**src/rtl/g15_seq_pkg.sv**
```systemverilog
// Shared types and constants for the G-15 command sequencer.
package g15_seq_pkg;

  localparam int G15_WORDS = 108;

  typedef logic [6:0] pos_t;

  typedef enum logic [2:0] {
    HALT     = 3'd0,
    WAIT_CMD = 3'd1,
    READ     = 3'd2,
    WAIT_T   = 3'd3,
    XFER     = 3'd4,
    WAIT_RDY = 3'd5
  } seq_state_t;

endpackage

```
**src/rtl/drum_pos_counter.sv**
```systemverilog
// Drum angular position counter: advances once per word time, wraps modulo
// WORDS, and snaps to zero on the origin marker.
module drum_pos_counter
  import g15_seq_pkg::*;
#(
  parameter int WORDS = G15_WORDS,
  parameter int PW    = 7
) (
  input  logic          clk_i,
  input  logic          rst_ni,
  input  logic          t29_i,
  input  logic          word0_i,
  output logic [PW-1:0] pos_o,
  output logic [PW-1:0] nxt_o
);

  logic [PW-1:0] pos_q, pos_d;

  always_comb begin
    if (word0_i) begin
      nxt_o = '0;
    end else if (pos_q == PW'(WORDS - 1)) begin
      nxt_o = '0;
    end else begin
      nxt_o = pos_q + PW'(1);
    end
    pos_d = t29_i ? nxt_o : pos_q;
  end

  always_ff @(posedge clk_i) begin
    if (!rst_ni) begin
      pos_q <= '0;
    end else begin
      pos_q <= pos_d;
    end
  end

  assign pos_o = pos_q;

endmodule

```
**src/rtl/cmd_sequencer.sv**
```systemverilog
// Word-time sequencer for the G-15 CPU: read-command, wait and transfer
// phases keyed to drum position, with GO / NO-GO / breakpoint halting.
module cmd_sequencer
  import g15_seq_pkg::*;
#(
  parameter int WORDS = G15_WORDS,
  parameter int PW    = 7
) (
  input  logic          CLOCK,
  input  logic          rst,
  input  logic          T29,
  input  logic          WORD0,
  input  logic          SW_GO,
  input  logic          SW_NO_GO,
  input  logic          SW_BP,
  input  logic          READY,
  input  logic [PW-1:0] CMD_T,
  input  logic [PW-1:0] CMD_N,
  input  logic          CMD_DEF,
  input  logic          CMD_BP,
  input  logic          CMD_WAIT_RDY,
  output logic          RC,
  output logic          CMD_LOAD,
  output logic          TR,
  output logic          HALTED,
  output logic [PW-1:0] POS,
  output logic [2:0]    STATE
);

  logic [PW-1:0] pos, nxt;
  seq_state_t    state_q, state_d;
  logic [PW-1:0] t_q, t_d, n_q, n_d;
  logic          def_q, def_d, bp_q, bp_d, wrdy_q, wrdy_d;
  logic          halt_req, xfer_done;
  seq_state_t    resume_st;

  drum_pos_counter #(.WORDS(WORDS), .PW(PW)) u_pos (
    .clk_i  (CLOCK),
    .rst_ni (rst),
    .t29_i  (T29),
    .word0_i(WORD0),
    .pos_o  (pos),
    .nxt_o  (nxt)
  );

  always_ff @(posedge CLOCK) begin
    if (!rst) begin
      state_q <= HALT;
      t_q     <= '0;
      n_q     <= '0;
      def_q   <= 1'b0;
      bp_q    <= 1'b0;
      wrdy_q  <= 1'b0;
    end else begin
      state_q <= state_d;
      t_q     <= t_d;
      n_q     <= n_d;
      def_q   <= def_d;
      bp_q    <= bp_d;
      wrdy_q  <= wrdy_d;
    end
  end

  always_comb begin
    state_d   = state_q;
    t_d       = t_q;
    n_d       = n_q;
    def_d     = def_q;
    bp_d      = bp_q;
    wrdy_d    = wrdy_q;
    halt_req  = SW_NO_GO | (bp_q & SW_BP);
    resume_st = halt_req ? HALT : ((nxt == n_q) ? READ : WAIT_CMD);
    // A deferred transfer is always a single word, even if WORD0 re-bases POS.
    xfer_done = def_q | (pos == t_q);
    if (T29) begin
      case (state_q)
        HALT:     if (SW_GO && !SW_NO_GO) state_d = WAIT_CMD;
        WAIT_CMD: if (nxt == n_q) state_d = READ;
        READ: begin
          t_d    = CMD_T;
          n_d    = CMD_N;
          def_d  = CMD_DEF;
          bp_d   = CMD_BP;
          wrdy_d = CMD_WAIT_RDY;
          state_d = (!CMD_DEF || nxt == CMD_T) ? XFER : WAIT_T;
        end
        WAIT_T:   if (nxt == t_q) state_d = XFER;
        XFER: begin
          if (xfer_done) state_d = (!halt_req && wrdy_q) ? WAIT_RDY : resume_st;
        end
        WAIT_RDY: if (READY) state_d = resume_st;
        default:  state_d = HALT;
      endcase
    end
  end

  assign RC       = (state_q == WAIT_CMD) || (state_q == READ);
  assign CMD_LOAD = (state_q == READ);
  assign TR       = (state_q == XFER);
  assign HALTED   = (state_q == HALT);
  assign POS      = pos;
  assign STATE    = state_q;

endmodule
```
**config.mk**
```make
export PLATFORM = sky130hd
export DESIGN_NAME = cmd_sequencer
export DESIGN_NICKNAME = d
export VERILOG_FILES = /design/src/rtl/g15_seq_pkg.sv /design/src/rtl/drum_pos_counter.sv /design/src/rtl/cmd_sequencer.sv
export SDC_FILE = /design/constraint.sdc
export NUM_CORES = 1
export LEC_CHECK = 0
export CORE_ASPECT_RATIO = 1.2
export CORE_MARGIN = 4
export CORE_UTILIZATION = 57
export DETAILED_ROUTE_END_ITERATION = 6
export PLACE_DENSITY = 0.89
export SYNTH_ARGS = -nofsm -noshare
export SYNTH_HDL_FRONTEND = slang
export SYNTH_SLANG_ARGS = --single-unit
```
**constraint.sdc**
```tcl
create_clock -name CLOCK -period 5.3 [get_ports CLOCK]
set_clock_uncertainty 0.15 [all_clocks]
set_input_delay 1.325 -clock CLOCK [delete_from_list [all_inputs] [get_ports CLOCK]]
set_output_delay 1.325 -clock CLOCK [all_outputs]
set_load 0.01 [all_outputs]
```
==> flow_summary.toml <==
[outcome]
status = "completed"

[routing]
route.detailed.drc = 0
detail_route.wirelength_mm = 5.430
wl_per_cell_um = 16.45
initialDrtViolationCount = 195
ant_nets = 0
route.vias.total = 2090
via_per_inst = 6.333
detail_route.first_pass.iterations = 5

[worst_setup_path]
cpMaxStageDelayCell = "sky130_fd_sc_hd__a21oi_1"
critPathMaxFanout = 11
crit_path_end_kind = "flop"
worst_ep_arrival_time_ns = 3.67
crit_path_frequent_cell = "sky130_fd_sc_hd__a21oi_1"
worstPathCellList = "clkdlybuf4s50_1 > a21oi_1 > o211a_1 > a22oi_1 > a211o_1 > a21oi_1 > a21oi_2 > o32ai_1"
timing.critical_path.required_ns = 5.33
path_delay_family = "compound AO/OA/AOI/OAI gates"
worst_setup_path_start_kind = "primary input"
slowest_delay_ns = 0.69
worstPathBufferInverterCount = 1
setup.worst_path.class = "primary input to flop"

[run]
max_cap_violations = 0

[power]
power_leakage_nw = 0.8230
p_per_area_mw_per_mm2 = 167.3
report.power.total_w = 0.0004084
vdd.ir_drop.worst_mv = 0.1090

[timing]
report.final.slew_viol_count = 0
timing.setup.tns_ns = 0
slew-limit-headroom_pct = 45.34
finalCritPeriodShare_pct = 68.54
hold_viol = 0
final_setup_vio_count = 0
timing.hold.ws_ns = 0.3296
transition_time_of_the_tightest_slew_check_pin_ns = 0.8173
period_minus_slack_ns = 3.632
grt_setup_unrepaired = "false"
max_freq_mhz = 275.3

[synthesis]
post_synth_num_cell_types = 66
synthCells = 271
synthArstFlopShare_pct = 0
post-synth-top-area-fraction_pct = 25.59
netlist.top_cell.by_area = "sky130_fd_sc_hd__dfxtp_1"
yosysSeqAreaShare_pct = 25.59
avgSynthCellArea_um2 = 7.793
synth_area_mm2 = 0.002112
ys.flop_type = "sky130_fd_sc_hd__dfxtp_1"
synth-seq-cells = 27
synth.area.top_cells = "sky130_fd_sc_hd__dfxtp_1 26%, sky130_fd_sc_hd__nand2_1 8.4%, sky130_fd_sc_hd__a21boi_0 6.0%"
synth-edff-count = 0
synth.yosys.warnings = 0
mappedNetlistNets = 297

[placed_design]
post-dp-hpwl_mm = 4.081
gp_congestion = 0.9337
portBuffers = 38
dp_cells = 326

[clock_network]
numClockSinks = 27
tritoncts_clock_tree = "done"
post_cts_resize_count = 0
cts.htree.levels = 1
clock_root_cell = "sky130_fd_sc_hd__clkbuf_8"
cts_setup_buffers = 0
clk_transition_reported_paths_ns = 0.09
count_of_hold_buffers_inserted_by_post_cts_repair = 0
cts-buffers-inserted = 3
clock_latency_late_sink_ns = 0.27
max-clock-path-buffers = 2

[cells_and_area]
layout.cells.most_common = "sky130_fd_sc_hd__nand2_1"
layout_cells_sized_above_1_pct = 5.802
final_core_utilization_pct = 70.69
total_nets_final = 320
final_cell_mix = "47 x sky130_fd_sc_hd__nand2_1, 38 x sky130_fd_sc_hd__clkdlybuf4s50_1, 27 x sky130_fd_sc_hd__dfxtp_1"
nFillCells = 315
finish.cell_count_without_fillers = 330
areaGrowthSynthToFinish_pct = 15.58
num_antenna_cells = 0

[grt]
grt_max_degree = 29
global_route.usage.total_pct = 23.00
global_route.overflow_total = 0
antenna_violations_before_repair = 0
grt_pass1_wl_mm = 8.728
number_of_global_route_vias_before_repair = 1827

[floorplanning]
initial_core_util_pct = 61.16
design.core.area_mm2 = 0.003453
rows = 23
die-width_um = 63.57
floorplan.io_pins = 39
die_height_um = 74.68
dieArea_mm2 = 0.004747

[hold_path]
timing.hold.worst.class = "flop to flop"
## worst register-to-register path: stages (launching register included)
cell and delay [ns]:
sky130_fd_sc_hd__dfxtp_1 0.50, sky130_fd_sc_hd__ha_1 0.39, sky130_fd_sc_hd__and4b_2 0.31, sky130_fd_sc_hd__a21oi_1 0.66, sky130_fd_sc_hd__o211a_1 0.25, sky130_fd_sc_hd__a22oi_1 0.08
sky130_fd_sc_hd__a211o_1 0.29, sky130_fd_sc_hd__a21oi_1 0.19, sky130_fd_sc_hd__a21oi_2 0.05, sky130_fd_sc_hd__o32ai_1 0.24
## state kept, by name, summed over array words and instances, names as in the netlist
signal	count
STATE	3
bp_q	1
def_q	1
n_q	7
t_q	7
u_pos.pos_o	7
wrdy_q	1
## per-layer routing
| layer | GRT usage (%) | vias to the layer above | routed length (um) |
|---|---|---|---|
| met5 | 0 | - | 0 |
| met4 | 8.153 | 0 | 127 |
| met3 | 2.985 | 16 | 454 |
| met2 | 38.17 | 98 | 2544 |
| met1 | 31.08 | 962 | 2304 |
| li1 | - | 1014 | - |
## kinds of logic (layout without fill, tap and decap cells)
group	after synthesis	in the layout	synth area share [%]
AO/OA/AOI/OAI	81	81	27.25
XOR/XNOR	21	21	10.01
adder cells (fa/ha/maj)	1	1	0.5923
buffers and inverters	24	46	7.464
flip-flops	27	27	25.59
multiplexers	3	3	1.422
AND/OR/NAND/NOR	114	114	27.67
## cell usage after synthesis, types with 2 or more instances
cell,number
sky130_fd_sc_hd__buf_4,3
sky130_fd_sc_hd__o32ai_1,2
sky130_fd_sc_hd__a21oi_1,11
sky130_fd_sc_hd__a21o_1,3
sky130_fd_sc_hd__a311oi_1,2
sky130_fd_sc_hd__xnor2_1,12
sky130_fd_sc_hd__inv_1,4
sky130_fd_sc_hd__buf_2,3
sky130_fd_sc_hd__and2_1,2
sky130_fd_sc_hd__nand2b_1,3
sky130_fd_sc_hd__dfxtp_1,27
sky130_fd_sc_hd__a41oi_1,2
sky130_fd_sc_hd__o21a_1,2
sky130_fd_sc_hd__clkbuf_1,5
sky130_fd_sc_hd__nor4_1,3
sky130_fd_sc_hd__o21ai_0,13
sky130_fd_sc_hd__buf_6,4
sky130_fd_sc_hd__clkdlybuf4s15_1,2
sky130_fd_sc_hd__xor2_1,7
sky130_fd_sc_hd__xnor3_1,2
sky130_fd_sc_hd__a21boi_0,17
sky130_fd_sc_hd__mux2i_1,3
sky130_fd_sc_hd__a31oi_1,6
sky130_fd_sc_hd__nor2_1,15
sky130_fd_sc_hd__nor3_1,8
sky130_fd_sc_hd__nand4_1,2
sky130_fd_sc_hd__nand2_1,47
sky130_fd_sc_hd__o22a_1,2
sky130_fd_sc_hd__a211o_1,2
sky130_fd_sc_hd__nand3_1,4
sky130_fd_sc_hd__a211oi_2,2
sky130_fd_sc_hd__and3_1,3
sky130_fd_sc_hd__a211oi_1,3
sky130_fd_sc_hd__nor2b_1,8
sky130_fd_sc_hd__o22ai_1,2
sky130_fd_sc_hd__buf_1,2
sky130_fd_sc_hd__nor3b_1,4
## worst paths after layout
| kind | depth (start not counted) | slack (ns) | start | to |
|---|---|---|---|---|
| worst min register to register | 2 | 0.33 | wrdy_q | wrdy_q |
| worst max-delay path | 8 | 1.67 | WORD0 | STATE[1] |
| worst min-delay path | 2 | 0.33 | wrdy_q | wrdy_q |
| worst max register to register | 9 | 2.09 | u_pos.pos_o[0] | STATE[1] |
## report_power, final
group          switching, W   total, W  leakage [nW]  internal [W]
Clock             0.0000622   0.000116        0.0228     0.0000538
Sequential       0.00000833   0.000214         0.218      0.000206
Combinational     0.0000349  0.0000782         0.582     0.0000433
## cell type report
type / count / area [um^2] / area share, %
Tap cell: 37 / 46.29 / 1.896
Inverter: 4 / 15.01 / 0.6151
Sequential cell: 27 / 540.5 / 22.14
Multi-Input combinational cell: 220 / 1414 / 57.92
Timing Repair Buffer: 38 / 380.4 / 15.58
Clock buffer: 4 / 45.04 / 1.845
## metrics by stage
stage,area [um^2],worst slack [ns]
after floorplan,2112,2.319
after global placement,2396,1.464
after detailed placement,2396,1.407
after CTS,2441,1.662
after global routing,2441,1.439
final,2441,1.668
No activity file was read; power rests on OpenSTA's default activity.
